==> src/rtl/hwpe_vadd_job_ctrl.sv <==
// Job sequencer for the vector-add streaming datapath: takes one descriptor, starts all
// load sources and the sink together, then tracks beats and per-stream done pulses.
module hwpe_vadd_job_ctrl #(
  parameter int unsigned DATA_WIDTH     = 32,
  parameter int unsigned NB_OPERANDS    = 2,
  parameter int unsigned LEN_W          = 16,
  parameter int unsigned TIMEOUT_CYCLES = 4096
) (
  input  logic                     clk_i,
  input  logic                     rst_i,
  input  logic                     clear_i,
  input  logic                     job_valid_i,
  output logic                     job_ready_o,
  input  logic [NB_OPERANDS*32-1:0] job_addr_src_i,
  input  logic [31:0]              job_addr_dst_i,
  input  logic [LEN_W-1:0]         job_len_i,
  input  logic [NB_OPERANDS-1:0]   src_ready_start_i,
  input  logic [NB_OPERANDS-1:0]   src_done_i,
  output logic [NB_OPERANDS-1:0]   src_req_start_o,
  output logic [NB_OPERANDS*32-1:0] src_addr_o,
  input  logic                     sink_ready_start_i,
  input  logic                     sink_done_i,
  output logic                     sink_req_start_o,
  output logic [31:0]              dst_addr_o,
  output logic [LEN_W-1:0]         len_o,
  input  logic                     beat_i,
  output logic                     busy_o,
  output logic                     done_o,
  output logic                     err_o,
  output logic [1:0]               err_code_o,
  output logic [31:0]              cycles_o
);

  // state | meaning
  // IDLE  | waiting for a descriptor, job_ready_o high
  // CFG   | alignment and zero-length checks on the latched descriptor
  // START | waiting for every stream to be startable, then pulse start
  // RUN   | counting cycles/beats, collecting per-stream done bits
  // DONE  | one-cycle successful completion pulse
  // ERR   | one-cycle completion pulse with err_o latched
  typedef enum logic [2:0] {
    ST_IDLE, ST_CFG, ST_START, ST_RUN, ST_DONE, ST_ERR
  } state_t;

  localparam int unsigned BCNT_W     = LEN_W + 1;
  localparam logic [31:0] ALIGN_MASK = 32'(DATA_WIDTH / 8 - 1);
  localparam logic [31:0] TIMEOUT    = 32'(TIMEOUT_CYCLES);

  state_t                     state_q, state_d;
  logic [NB_OPERANDS*32-1:0]  src_addr_q, src_addr_d;
  logic [31:0]                dst_addr_q, dst_addr_d;
  logic [LEN_W-1:0]           len_q, len_d;
  logic                       err_q, err_d;
  logic [1:0]                 err_code_q, err_code_d;
  logic [31:0]                cycles_q, cycles_d, cycles_inc;
  logic [BCNT_W-1:0]          beat_cnt_q, beat_cnt_d;
  logic [NB_OPERANDS:0]       done_bits_q, done_bits_d, done_now;
  logic                       all_ready;
  logic                       misaligned;

  always_comb begin
    state_d          = state_q;
    src_addr_d       = src_addr_q;
    dst_addr_d       = dst_addr_q;
    len_d            = len_q;
    err_d            = err_q;
    err_code_d       = err_code_q;
    cycles_d         = cycles_q;
    beat_cnt_d       = beat_cnt_q;
    done_bits_d      = done_bits_q;
    src_req_start_o  = '0;
    sink_req_start_o = 1'b0;

    all_ready  = (&src_ready_start_i) & sink_ready_start_i;
    done_now   = done_bits_q | {sink_done_i, src_done_i};
    cycles_inc = (&cycles_q) ? cycles_q : cycles_q + 32'd1;
    misaligned = |(dst_addr_q & ALIGN_MASK);
    for (int i = 0; i < int'(NB_OPERANDS); i++) begin
      if (|(src_addr_q[32*i +: 32] & ALIGN_MASK)) misaligned = 1'b1;
    end

    unique case (state_q)
      ST_IDLE: begin
        if (job_valid_i) begin
          src_addr_d  = job_addr_src_i;
          dst_addr_d  = job_addr_dst_i;
          len_d       = job_len_i;
          err_d       = 1'b0;
          err_code_d  = 2'd0;
          cycles_d    = '0;
          beat_cnt_d  = '0;
          done_bits_d = '0;
          state_d     = ST_CFG;
        end
      end
      ST_CFG: begin
        if (misaligned) begin
          err_d      = 1'b1;
          err_code_d = 2'd1;
          state_d    = ST_ERR;
        end else if (len_q == '0) begin
          state_d = ST_DONE;
        end else begin
          state_d = ST_START;
        end
      end
      ST_START: begin
        src_req_start_o  = {NB_OPERANDS{all_ready}};
        sink_req_start_o = all_ready;
        if (all_ready) state_d = ST_RUN;
      end
      ST_RUN: begin
        cycles_d    = cycles_inc;
        done_bits_d = done_now;
        if (beat_i && !(&beat_cnt_q)) beat_cnt_d = beat_cnt_q + BCNT_W'(1);
        // completion is checked before the timeout so a coincident last done wins
        if (&done_now) begin
          if (beat_cnt_d == {1'b0, len_q}) begin
            state_d = ST_DONE;
          end else begin
            err_d      = 1'b1;
            err_code_d = 2'd3;
            state_d    = ST_ERR;
          end
        end else if (TIMEOUT_CYCLES != 0 && cycles_inc == TIMEOUT) begin
          err_d      = 1'b1;
          err_code_d = 2'd2;
          state_d    = ST_ERR;
        end
      end
      ST_DONE: state_d = ST_IDLE;
      ST_ERR:  state_d = ST_IDLE;
      default: state_d = ST_IDLE;
    endcase
  end

  always_ff @(posedge clk_i) begin
    if (rst_i || clear_i) begin
      state_q     <= ST_IDLE;
      src_addr_q  <= '0;
      dst_addr_q  <= '0;
      len_q       <= '0;
      err_q       <= 1'b0;
      err_code_q  <= 2'd0;
      cycles_q    <= '0;
      beat_cnt_q  <= '0;
      done_bits_q <= '0;
    end else begin
      state_q     <= state_d;
      src_addr_q  <= src_addr_d;
      dst_addr_q  <= dst_addr_d;
      len_q       <= len_d;
      err_q       <= err_d;
      err_code_q  <= err_code_d;
      cycles_q    <= cycles_d;
      beat_cnt_q  <= beat_cnt_d;
      done_bits_q <= done_bits_d;
    end
  end

  assign job_ready_o = (state_q == ST_IDLE);
  assign busy_o      = (state_q != ST_IDLE);
  assign done_o      = (state_q == ST_DONE) || (state_q == ST_ERR);
  assign err_o       = err_q;
  assign err_code_o  = err_code_q;
  assign cycles_o    = cycles_q;
  assign src_addr_o  = src_addr_q;
  assign dst_addr_o  = dst_addr_q;
  assign len_o       = len_q;

endmodule

==> config.mk <==
export PLATFORM = sky130hd
export DESIGN_NAME = hwpe_vadd_job_ctrl
export DESIGN_NICKNAME = d
export VERILOG_FILES = /design/src/rtl/hwpe_vadd_job_ctrl.sv
export SDC_FILE = /design/constraint.sdc
export NUM_CORES = 1
export LEC_CHECK = 0
export ABC_AREA = 1
export BUFFER_PORTS_ARGS = -buffer_cell sky130_fd_sc_hd__buf_2
export CAP_MARGIN = 10
export CORE_UTILIZATION = 46
export DETAILED_ROUTE_END_ITERATION = 10
export GPL_TIMING_DRIVEN = 0
export HOLD_SLACK_MARGIN = 0.12
export PLACE_DENSITY = 0.78
export SYNTH_ARGS = -nofsm -noshare
export SYNTH_HDL_FRONTEND = slang
export SYNTH_SLANG_ARGS = --single-unit
==> constraint.sdc <==
create_clock -name clk_i -period 3 [get_ports clk_i]
set_clock_uncertainty 0.2 [all_clocks]
set_input_delay 0.3 -clock clk_i [delete_from_list [all_inputs] [get_ports clk_i]]
set_output_delay 0.3 -clock clk_i [all_outputs]
set_load 0.03 [all_outputs]
Word level (Yosys, flattened, before mapping)

Cells that the tools add are included.

Reductions and logical operators: 20
Equality and inequality tests: 12
Add/subtract/negate cells: 2
Bitwise logic cells: 2
Muxes and demuxes: 33

Operators with widths:

| cell                  | number |
|---|---|
| $mux 32               | 2 |
| $pmux 32 s2           | 1 |
| $mux 17               | 3 |
| $pmux 17 s2           | 1 |
| $add 32x1->32 const B | 1 |
| $eq 32x13->1 const B  | 1 |
| $reduce_and 32->1     | 1 |
| $mux 3                | 7 |
| $add 17x1->17 const B | 1 |
| $eq 17x16->1          | 1 |
| $reduce_and 17->1     | 1 |
| $logic_not 16->1      | 1 |
| $mux 2                | 6 |
| $pmux 3 s4            | 1 |
| $mux 1                | 9 |
| $eq 3x2->1 const B    | 2 |
| $eq 3x3->1 const B    | 2 |
| $ne 2x2->1 const B    | 3 |
| $ne 3x3->1 const B    | 2 |
| $pmux 2 s3            | 1 |
| $pmux 3 s2            | 1 |
| $reduce_and 2->1      | 3 |
| $reduce_and 3->1      | 2 |
| $reduce_bool 3->1     | 2 |
| other kinds (11)      | 14 |

Output and inout bits: 153
Register bits after elaboration: 170
Input port bits: 123

Depth between registers and ports, before layout

Gate-level depths: netlist of run 1.

Depth after elaboration: 9
Mapped depth: 22
Mapped depth without buffers: 22

Least setup slack after synthesis of run 1

OpenSTA, ideal clock, no wires.

Kind: register to register
Start point: reg beat_cnt_q[0]
End point: reg err_code_q[0], in the netlist err_code_o[0]
Library setup time: 0.131 ns
Stages on the path, launching flop included: 21
Arrival: 2.616 ns
Slack: 0.053 ns
Required time: 2.669 ns
Cell sequence: dfxtp_1 > ha_1 > nand3_1 > nor2_4 > nor4b_1 > ha_1 > inv_1 > nand2_1 > clkinv_1 > nand3_1 > nand2_1 > nand3_1 > nand2_1 > nand2_1 > nor2_1 > nand3_1 > nor2_1 > a21oi_1 > nand2_1 > nand2_1 > a21oi_2

Word-level cells in the longest chain between the ends: 8

Ends and longest elaborated chain:

| what                                                                  | line | source |
|---|---|---|
| start: declaration                                                    | 56   | `logic [BCNT_W-1:0] beat_cnt_q, beat_cnt_d;` |
| start signal: assignment                                              | 156  | `beat_cnt_q <= beat_cnt_d;` |
| parallel branches: the longest is 3 deep, another holds $add 17x1->17 | -    |  |
| $mux 17 (*)                                                           | 115  | `if (beat_i && !(&beat_cnt_q)) beat_cnt_d = beat_cnt_q + BCNT_W'(1);` |
| $mux 17 (*)                                                           | 82   | `unique case (state_q)` |
| $eq 17x16->1 (*)                                                      | 118  | `if (beat_cnt_d == {1'b0, len_q}) begin` |
| $ne 3x3->1 (no source line) (*)                                       | -    |  |
| $reduce_and 5->1 (no source line) (*)                                 | -    |  |
| end signal: assignment                                                | 154  | `err_code_q <= err_code_d;` |
| end: declaration                                                      | 54   | `logic [1:0] err_code_q, err_code_d;` |

Mark *: on every way between the ends. The select of a mux whose other input is x is not followed.
A chain may end at the register's enable or synchronous reset.

Worst setup path in the final report of run 1

Same ends and word-level chain as after synthesis.

==> flow_metrics.py, run 1 <==
metrics = {
    "logic_synthesis": {
        "synthArstFlopShare_pct": 0,
        "yosys_register_bits": 170,
        "ys_seq_area_share_pct": 41.6,
        "synth_compound_area_share_pct": 13.7,
        "yosys.area_share.simple_pct": 35.7,
        "syn_inst": 1224,
        "synthXorXnorAreaFrac_pct": 1.50,
        "ys_warn_count": 0,
        "synth_edf_count": 0,
        "synth_top_cell_by_area": "dfxtp_1",
        "synth_nets": 1350,
        "synth_flop_cell": "dfxtp_1",
        "yosys-top-cells-area": "dfxtp_1, nand2_1, a21oi_1, nand3_1, nor2_1",
        "synthMuxAreaShare_pct": 0,
        "yosysMostFrequentCell": "nand2_1",
        "synth_top_area_share_pct": 41.6,
        "syn_avg_cell_area_sq_um": 6.69,
        "ys_types": 36,
        "netlist_area_sq_um": 8190,
        "synth_top_family_by_area": "simple AND/OR/NAND/NOR gates",
        "synth_commonest_cells": "nand2_1, dfxtp_1, a21oi_1",
        "synth_adder_area_share_pct": 0.458,
    },
    "floorplanning": {
        "die_h_microns": 135,
        "num_rows": 48,
        "die-area_sq_um": 18300,
        "ios": 276,
        "coreArea_sq_um": 17400,
        "die_x_microns": 135,
        "initial_core_util_pct": 47.2,
    },
    "timing": {
        "rsz0062_at_grt": "yes",
        "drv_slew": 0,
        "setup_viol": 2,
        "worstMarginPinSlew_ns": 0.652,
        "timing.final.crit_share_pct": 101,
        "final_hold_viol_count": 0,
        "setup_slack_ns": -0.0291,
        "max_freq_ghz": 0.330,
        "period_needed_ns": 3.03,
        "max_slew_margin_pct": 56.0,
        "fin_tns_setup_ns": -0.0437,
    },
    "worst_hold_path": {
        "hp-class": "input port to flip-flop",
    },
    "power_and_ir_drop": {
        "power.internal_w": 0.00382,
        "pwr-share-clk_pct": 41.3,
        "leakage_nw": 5.07,
        "power_frac_seq_pct": 43.3,
        "peakVddDrop_mv": 0.391,
        "swShare_pct": 29.6,
        "p_switching_w": 0.00161,
        "powerDensity_nw_per_um2": 457,
        "combPwrFrac_pct": 15.4,
    },
    "clocking": {
        "cts_max_level": 4,
        "cts.sinks": 170,
        "clk_pin_slew_ns": 0.07,
        "cts_buffers": 17,
        "cts_tree": "done",
        "clock-root-buffer": "clkbuf_16",
        "cts_buffer_depth": 2,
        "clkLatencyLatePin_ns": 0.44,
    },
    "place": {
        "place_congestion": 0.968,
        "hpwlAfterDp_microns": 21500,
        "dp_cells": 1723,
        "port_buffers": 274,
    },
    "route": {
        "wirelength_microns": 32000,
        "num_vias": 10269,
        "ant_nets": 0,
        "vias_per_cell": 5.45,
        "dr.pass1.iters": 8,
        "drt-initial-drc-count": 749,
        "wl_per_cell_microns": 17.0,
        "drc_errors": 0,
    },
    "worst_setup_path": {
        "cp-end-kind": "flip-flop",
        "cp-start-kind": "flip-flop",
        "crit_fanout": 5,
        "cp_data_required_time_ns": 3.16,
        "cp.arrival_ns": 3.19,
        "worst-setup-path-type": "flip-flop to flip-flop",
    },
    "global_routing": {
        "grt_antenna_before_repair": 1,
        "grt_pass1_wl_microns": 49400,
        "grt_max_degree": 18,
        "grt-ovfl-total": 0,
        "grt.total_usage_pct": 34.5,
        "grt_pass1_vias": 9824,
    },
    "layout": {
        "area_growth_pct": 45.2,
        "finalNonFillerCells": 1885,
        "antenna_cells": 0,
        "drive_above_1_share_pct": 23.7,
        "nFillCells": 1418,
        "num-nets-final": 1774,
    },
    "outcome": {
        "failed_checks": "setup timing",
        "outcome": "finished, violations left",
    },
    "job": {
        "drv_cap": 0,
    },
}
path summary, 6_finish.rpt:
path,start,to,slack (ns),depth (start not counted)
max,beat_cnt_q[0]$_SDFFE_PP0P_,err_code_o[0]$_SDFFE_PP0P_,-0.03,20
max reg2reg,beat_cnt_q[0]$_SDFFE_PP0P_,err_code_o[0]$_SDFFE_PP0P_,-0.03,20
min reg2reg,src_addr_o[52]$_SDFFE_PP0P_,src_addr_o[52]$_SDFFE_PP0P_,0.26,2
min,beat_i,beat_cnt_q[0]$_SDFFE_PP0P_,0.23,5
metal layers:
| layer | GRT usage [%] | vias up | routed length [microns] |
|---|---|---|---|
| li1 | - | 4888 | - |
| met1 | 40.1 | 4700 | 12600 |
| met2 | 58.9 | 543 | 15400 |
| met3 | 7.11 | 136 | 2400 |
| met4 | 19.3 | 2 | 1620 |
| met5 | 0 | - | 11 |
sequential cells by signal (all words and copies together), names as in the netlist:
| signal | cells |
|---|---|
| beat_cnt_q | 17 |
| cycles_o | 32 |
| done_bits_q | 3 |
| dst_addr_o | 32 |
| err_code_o | 2 |
| err_o | 1 |
| len_o | 16 |
| src_addr_o | 64 |
| state_q | 3 |
cells in the final DEF, fill, tap and decap left out, drive strengths merged:
| cell | count |
|---|---|
| nand2 | 367 |
| clkinvlp | 2 |
| o22ai | 1 |
| nand3b | 14 |
| bufinv | 1 |
| xnor2 | 7 |
| xor2 | 7 |
| nor3 | 4 |
| nand3 | 163 |
| dlygate4sd3 | 117 |
| nor2 | 104 |
| clkinv | 4 |
| buf | 296 |
| clkbuf | 77 |
| o2111ai | 1 |
| a31oi | 1 |
| or2 | 5 |
| o21bai | 3 |
| inv | 81 |
| ha | 3 |
| nor4b | 1 |
| a21oi | 170 |
| o21ai | 41 |
| o41ai | 1 |
| nand4 | 19 |
| dfxtp | 170 |
critical path: stages (launching register included):
cell and delay, ns:
dfxtp_4 0.36, ha_4 0.15, nand3_4 0.08, nor2_4 0.13, nor4b_4 0.28, ha_2 0.26, inv_4 0.06, nand2_4 0.11
buf_4 0.12, clkinv_2 0.07, nand4_1 0.16, nand2_2 0.08, nand2_1 0.06, nand3_1 0.07, nor2_1 0.14, nand3_2 0.13
nor2_2 0.14, a21oi_2 0.09, nand2_2 0.12, nand2_2 0.06, a21oi_2 0.10
metrics by stage:
| stage | instance area (sq um) | hold slack (ns) | utilization [%] | power (W) | worst slack (ns) |
|---|---|---|---|---|---|
| 4_1_cts | 11800 | 0.195 | 68.0 | 0.00541 | 0.00132 |
| 5_1_grt | 11900 | 0.218 | 68.5 | 0.00560 | -0.179 |
| 3_3_place_gp | 9840 | 0.246 | 56.7 | 0.00307 | -0.848 |
| 2_1_floorplan | 8190 | 0.256 | - | 0.00281 | 0.0534 |
| 6_report | 11900 | 0.232 | 68.5 | 0.00543 | -0.0291 |
| 3_5_place_dp | 9840 | 0.250 | 56.7 | 0.00308 | -0.903 |
area by class of cell:
| cell class | count | area [sq um] | area share, % |
|---|---|---|---|
| buffer | 69 | 305 | 2.57 |
| timing repair inverter | 1 | 5.00 | 0.0421 |
| tap | 225 | 282 | 2.37 |
| sequential | 170 | 3430 | 28.8 |
| timing repair buffer | 403 | 2630 | 22.1 |
| clock inverter | 13 | 150 | 1.26 |
| inverter | 74 | 285 | 2.40 |
| multi-input combinational | 912 | 4370 | 36.7 |
| clock buffer | 18 | 439 | 3.69 |
power groups by stage:
| stage | Sequential (W) | Combinational, W | Clock, W |
|---|---|---|---|
| 2_1_floorplan | 0.00251 | 0.000297 | 0 |
| 3_3_place_gp | 0.00240 | 0.000667 | 0 |
| 3_5_place_dp | 0.00240 | 0.000674 | 0 |
| 4_1_cts | 0.00235 | 0.000803 | 0.00226 |
| 5_1_grt | 0.00235 | 0.000891 | 0.00235 |
| 6_report | 0.00235 | 0.000836 | 0.00224 |
cell families after synthesis:
family | count (synthesis)
adders and majority gates | 3
and+or+nand+nor | 676
buffers and inverters | 143
DFF | 170
AOI/OAI and AO/OA | 218
xor gates and xnor gates | 14
repair_timing:
action	CTS	global route
setup buffers	8	4
cloned	2	0
endpoints found under the setup margin	9	6
hold buffers	117	0
pin swaps	15	15
endpoints found under the hold margin	116	0
gates resized for setup	39	19
Power figures use the tool's default switching activity.
==> run 2, diff against run 1 <==
- CELL_PAD_IN_SITES_DETAIL_PLACEMENT: not set -> 0
- CELL_PAD_IN_SITES_GLOBAL_PLACEMENT: not set -> 1
- CORE_UTILIZATION: 46 -> 31
- PLACE_DENSITY: 0.78 -> 0.77
==> flow_metrics.py, run 2 (same netlist as run 1, synthesis figures left out) <==
metrics = {
    "layout": {
        "area_growth_pct": 47.8,
        "layout_commonest_cell": "nand2_1",
        "finalNonFillerCells": 1998,
        "nFillCells": 2722,
        "drive_above_1_share_pct": 24.0,
        "post-route-cell-area_sq_um": 12100,
        "layout_common_cells": "nand2_1, buf_2, a21oi_1",
        "num-nets-final": 1776,
        "final_util_pct": 46.6,
        "largest_reg_flops": 64,
        "antenna_cells": 0,
    },
    "worst_setup_path": {
        "worst-setup-path-type": "flip-flop to flip-flop",
        "cp-end-kind": "flip-flop",
        "slowest_stage": "dfxtp_4",
        "max_stage_delay_ns": 0.36,
        "cp_num_buf_inv": 2,
        "cp-start-kind": "flip-flop",
        "cp_data_required_time_ns": 3.17,
        "ff2ff_setup_slack_ns": 0.07,
        "cp_common_cell": "nand2_2",
        "r2r_start": "beat_cnt_q[1]$_SDFFE_PP0P_",
        "cp.arrival_ns": 3.10,
        "r2r_end": "err_o$_SDFFE_PP0P_",
        "cpLargestDelayFamily": "simple AND/OR/NAND/NOR gates",
        "crit_chain": "ha_4 -> nand3_4 -> nor2_4 -> nor4b_4 -> ha_2 -> inv_4 -> buf_4 -> nand4_1 -> nor2_2 -> nand2_2 -> nand2_1 -> nand2_1 -> o21ai_0 -> nor2_1 -> nand3_2 -> nor2_2 -> a21oi_2 -> nand2_2 -> nand2_2 -> a21oi_2",
        "crit_fanout": 5,
        "ff2ff_path_depth": 20,
    },
    "global_routing": {
        "grt_pass1_wl_microns": 49900,
        "grt_max_degree": 20,
        "grt_antenna_before_repair": 0,
        "grt_pass1_vias": 9450,
        "grt.total_usage_pct": 23.8,
        "grt-ovfl-total": 0,
    },
    "timing": {
        "period_needed_ns": 2.93,
        "rsz0062_at_grt": "yes",
        "setup_viol": 0,
        "drv_slew": 0,
        "max_freq_ghz": 0.342,
        "max_slew_margin_pct": 46.2,
        "worstMarginPinSlew_ns": 0.807,
        "final_hold_viol_count": 0,
        "timing.final.crit_share_pct": 97.5,
        "setup_slack_ns": 0.0738,
    },
    "worst_hold_path": {
        "min_path_cells": 5,
        "min_from": "src_ready_start_i[1]",
        "holdPathEnd": "state_q[2]$_SDFFE_PP0P_",
        "hp-class": "input port to flip-flop",
    },
    "route": {
        "wl_met3_microns": 1750,
        "vias_per_cell": 4.91,
        "drc_errors": 0,
        "drt-met1-wl_microns": 13600,
        "drt-initial-drc-count": 546,
        "num_vias": 9811,
        "ant_nets": 0,
        "wl_met2_microns": 16400,
        "wirelength_microns": 32400,
        "dr.pass1.iters": 7,
        "top_layer_used": "met4",
        "wl_per_cell_microns": 16.2,
    },
    "place": {
        "place_congestion": 0.944,
        "hpwlAfterDp_microns": 24300,
        "placed_area_sq_um": 9980,
        "port_buffers": 274,
        "place_ws_ns": -1.02,
        "dp_cells": 1833,
    },
    "clocking": {
        "cts_buffers": 17,
        "cts_tree": "done",
        "clk_pin_slew_ns": 0.07,
        "cts_buffer_depth": 2,
        "cts_max_level": 4,
        "cts.sinks": 170,
        "clock-root-buffer": "clkbuf_16",
        "clkLatencyLatePin_ns": 0.45,
    },
    "floorplanning": {
        "num_rows": 59,
        "die_h_microns": 165,
        "initial_core_util_pct": 31.5,
        "ios": 276,
        "die-area_sq_um": 27100,
        "coreArea_sq_um": 26000,
        "die_x_microns": 165,
    },
    "outcome": {
        "outcome": "complete, no violations",
    },
    "power_and_ir_drop": {
        "powerDensity_nw_per_um2": 458,
        "leakage_nw": 5.13,
        "p_total_w": 0.00554,
        "peakVddDrop_mv": 0.233,
    },
    "job": {
        "drv_cap": 0,
    },
}
==> run 2: cell count changes in the layout (fill, tap and decap cells not counted), sizes merged <==
| cell | before | now |
|---|---|---|
| dlygate4sd3 | 117 | 115 |
| clkinv | 4 | 10 |
| clkbuf | 77 | 75 |
| buf | 296 | 301 |
| inv | 81 | 79 |
| clkinvlp | 2 | 0 |
==> run 2: how the worst max path moves through the flow <==
stage,endpoint,cells after the start,start,slack [ns]
floorplan,err_code_o[0]$_SDFFE_PP0P_,20,beat_cnt_q[0]$_SDFFE_PP0P_,0.05
global placement,err_code_o[0]$_SDFFE_PP0P_,21,beat_cnt_q[0]$_SDFFE_PP0P_,-1.05
detailed placement,err_o$_SDFFE_PP0P_,21,beat_cnt_q[0]$_SDFFE_PP0P_,-1.02
finish,err_o$_SDFFE_PP0P_,20,beat_cnt_q[1]$_SDFFE_PP0P_,0.07
global route,err_code_o[0]$_SDFFE_PP0P_,20,beat_cnt_q[1]$_SDFFE_PP0P_,-0.12
CTS,err_o$_SDFFE_PP0P_,21,beat_cnt_q[1]$_SDFFE_PP0P_,-0.01
==> run 2: where the power goes <==
group	switching [W]	internal, W	total, W
clock	0.00115	0.00121	0.00237
sequential	0.0000349	0.00231	0.00234
combinational	0.000527	0.000307	0.000833
total	0.00171	0.00383	0.00554
==> run 2: timing repair <==
item                       CTS  global route
hold buffers               115             0
resized for setup           47            22
setup endpoints to repair   13            23
hold endpoints to repair   115             0
pin swaps                   16            22
cloned                       2             0
buffers inserted            11             5
==> run 2: tightest hold or removal path, stage by stage <==
cell and delay (ns):
buf_2 0.10, nand3_1 0.13, nand3_1 0.10, nand3_2 0.10, nor3_2 0.03
==> run 2: through the flow <==
stage	hold WS [ns]	TNS, ns
3_5_place_dp	0.250	-5.29
3_3_place_gp	0.245	-5.40
6_report	0.173	0
4_1_cts	0.156	-0.0193
5_1_grt	0.191	-0.342
2_1_floorplan	0.256	0
==> run 2: final cells by class <==
type / instances / area, sq um / area share [%]
clock buffer: 17 / 425 / 3.51
buffer: 69 / 307 / 2.53
inverter: 74 / 288 / 2.38
clock inverter: 15 / 203 / 1.67
sequential: 170 / 3430 / 28.3
timing repair buffer: 405 / 2640 / 21.8
tap: 335 / 419 / 3.46
multi-input combinational: 912 / 4380 / 36.2
timing repair inverter: 1 / 5.00 / 0.0413
==> run 2: layer usage <==
metal,up-vias,GRT usage (%)
li1,4887,-
met1,4604,28.4
met2,277,42.9
met3,43,4.70
met4,0,7.05
met5,-,0
==> run 3, diff against run 2 <==
- ABC_AREA: 1 -> 0
- CORE_UTILIZATION: 31 -> 39
- PLACE_DENSITY: 0.77 -> 0.87
- clock period: 3 -> 3.6 ns (I/O delays scaled with it)
==> flow_metrics.py, run 3 <==
metrics = {
    "layout": {
        "largest_reg_flops": 64,
        "finalNonFillerCells": 1769,
        "drive_above_1_share_pct": 26.4,
        "layout_common_cells": "buf_2, nand2_1, dfxtp_1",
        "area_growth_pct": 45.1,
        "final_util_pct": 58.1,
        "nFillCells": 1886,
        "antenna_cells": 0,
        "num-nets-final": 1612,
        "layout_commonest_cell": "buf_2",
    },
    "clocking": {
        "clkLatencyLatePin_ns": 0.44,
        "cts_buffer_depth": 2,
        "cts_max_level": 4,
        "clock-root-buffer": "clkbuf_16",
        "clk_pin_slew_ns": 0.07,
        "cts_buffers": 17,
        "cts.sinks": 170,
        "cts_tree": "done",
    },
    "logic_synthesis": {
        "syn_inst": 1065,
        "ys_types": 71,
        "synth_edf_count": 0,
        "synth_adder_area_share_pct": 0.460,
        "netlist_area_sq_um": 8150,
        "synth_flop_cell": "dfxtp_1",
        "synthXorXnorAreaFrac_pct": 3.53,
        "synth_top_cell_by_area": "dfxtp_1",
        "synthArstFlopShare_pct": 0,
        "yosys_register_bits": 170,
        "synth_top_family_by_area": "simple AND/OR/NAND/NOR gates",
        "synth_top_area_share_pct": 41.7,
        "yosys.area_share.simple_pct": 30.9,
        "ys_seq_area_share_pct": 41.7,
        "yosys-top-cells-area": "dfxtp_1, nand2_1, a21oi_1, nor2_1, clkbuf_1",
        "syn_avg_cell_area_sq_um": 7.66,
        "synth_commonest_cells": "nand2_1, dfxtp_1, a21oi_1",
        "synth_compound_area_share_pct": 18.5,
        "synth_nets": 1191,
        "yosysMostFrequentCell": "nand2_1",
        "synthMuxAreaShare_pct": 0.506,
        "ys_warn_count": 0,
    },
    "route": {
        "wirelength_microns": 31000,
        "drt-initial-drc-count": 554,
        "wl_per_cell_microns": 17.5,
        "drc_errors": 0,
        "dr.pass1.iters": 5,
        "ant_nets": 0,
        "num_vias": 9402,
        "vias_per_cell": 5.31,
    },
    "worst_setup_path": {
        "cp_data_required_time_ns": 3.76,
        "crit_fanout": 5,
        "cp.arrival_ns": 3.70,
        "worst-setup-path-type": "flip-flop to flip-flop",
        "cp-start-kind": "flip-flop",
        "cp-end-kind": "flip-flop",
    },
    "place": {
        "dp_cells": 1610,
        "place_congestion": 0.959,
        "place_ws_ns": -0.363,
        "port_buffers": 275,
        "hpwlAfterDp_microns": 22000,
    },
    "floorplanning": {
        "die_x_microns": 147,
        "die_h_microns": 147,
        "die-area_sq_um": 21500,
        "coreArea_sq_um": 20400,
        "ios": 276,
        "num_rows": 52,
        "initial_core_util_pct": 40.0,
    },
    "global_routing": {
        "grt.total_usage_pct": 28.2,
        "grt_pass1_vias": 8890,
        "grt-ovfl-total": 0,
        "grt_max_degree": 19,
        "grt_pass1_wl_microns": 48200,
        "grt_antenna_before_repair": 0,
    },
    "timing": {
        "max_freq_ghz": 0.283,
        "rsz0062_at_grt": "yes",
        "setup_slack_ns": 0.0605,
        "drv_slew": 0,
        "timing.final.crit_share_pct": 98.3,
        "worstMarginPinSlew_ns": 0.784,
        "timing.hold.ws_ns": 0.135,
        "period_needed_ns": 3.54,
        "setup_viol": 0,
        "final_hold_viol_count": 0,
        "max_slew_margin_pct": 47.7,
    },
    "power_and_ir_drop": {
        "powerDensity_nw_per_um2": 372,
        "peakVddDrop_mv": 0.333,
        "leakage_nw": 4.95,
        "p_total_w": 0.00439,
    },
    "worst_hold_path": {
        "hp-class": "input port to flip-flop",
    },
    "job": {
        "drv_cap": 0,
    },
    "outcome": {
        "outcome": "complete, no violations",
    },
}
## run 3: changes by cell type in the layout (fill, tap and decap cells not counted), moves of 11 or more
cell / delta
nand3_1: -134
nand2_1: -82
inv_1: -60
nor3_1: +25
nor2_1: -22
a21oi_1: -17
a311oi_1: +16
xnor2_1: +16
and3_1: +14
a22oi_1: +13
nor4_1: +11
## run 3: cell type report
type	count	area, sq um	share of cell area, %
multi-input combinational	807	4520	38.2
clock buffer	18	429	3.63
clock inverter	14	143	1.21
timing repair buffer	402	2620	22.2
tap	270	338	2.86
buffer	79	330	2.79
sequential	170	3420	28.9
inverter	9	33.8	0.286
## run 3: power breakdown
group	total (W)	leakage, nW	internal, W	switching [W]
registers	0.00195	1.38	0.00192	0.0000292
logic	0.000615	3.29	0.000241	0.000374
clock network	0.00183	0.276	0.000928	0.000899
total	0.00439	4.95	0.00309	0.00130
## run 3: through the flow
step | TNS, ns | instance area [sq um]
2_1_floorplan | 0 | 8150
5_1_grt | -0.243 | 11800
3_3_place_gp | -0.794 | 9870
3_5_place_dp | -0.861 | 9870
6_report | 0 | 11800
4_1_cts | 0 | 11700
## run 3: final timing paths
kind / startpoint / end / slack, ns / depth (start not counted)
max reg2reg: beat_cnt_q[13]$_SDFFE_PP0P_ / err_o$_SDFFE_PP0P_ / 0.06 / 15
min reg2reg: src_addr_o[48]$_SDFFE_PP0P_ / src_addr_o[48]$_SDFFE_PP0P_ / 0.25 / 2
min: clear_i / err_code_o[0]$_SDFFE_PP0P_ / 0.14 / 5
max: beat_cnt_q[13]$_SDFFE_PP0P_ / err_o$_SDFFE_PP0P_ / 0.06 / 15
## run 3: worst max-delay path, cell delays in order (launching register included)
cell and delay [ns]:
dfxtp_2 0.34, and3_1 0.22, nand2_2 0.11, nor4_2 0.06, ha_2 0.19, nand4b_1 0.25, buf_4 0.22, nor3_4 0.22
nand3_2 0.16, xnor2_1 0.27, o311ai_2 0.18, nor4b_4 0.27, buf_4 0.19, nor4_4 0.06, or3b_1 0.38, a21oi_1 0.14
## run 3: routing by layer
metal	wire length (microns)	track usage (%)	part of all wire, %	vias up
met1	13000	35.1	42	4438
li1	-	-	-	4563
met3	2020	5.72	6.5	55
met4	768	9.53	2.5	0
met2	15200	48.4	49	346
met5	0	0	0	-
## run 3: kinds of logic after synthesis
| group | after synthesis |
|---|---|
| simple gates | 513 |
| compound gates | 255 |
| flops | 170 |
| buf+inv | 88 |
| xor+xnor | 32 |
| mux | 4 |
| fa+ha+maj | 3 |
## run 3: timing repair
item / CTS / global route
gates resized for setup: 8 / 32
endpoints found under the setup margin: 4 / 6
pin swaps: 3 / 8
hold buffers: 117 / 0
endpoints found under the hold margin: 118 / 0
buffers inserted: 4 / 7
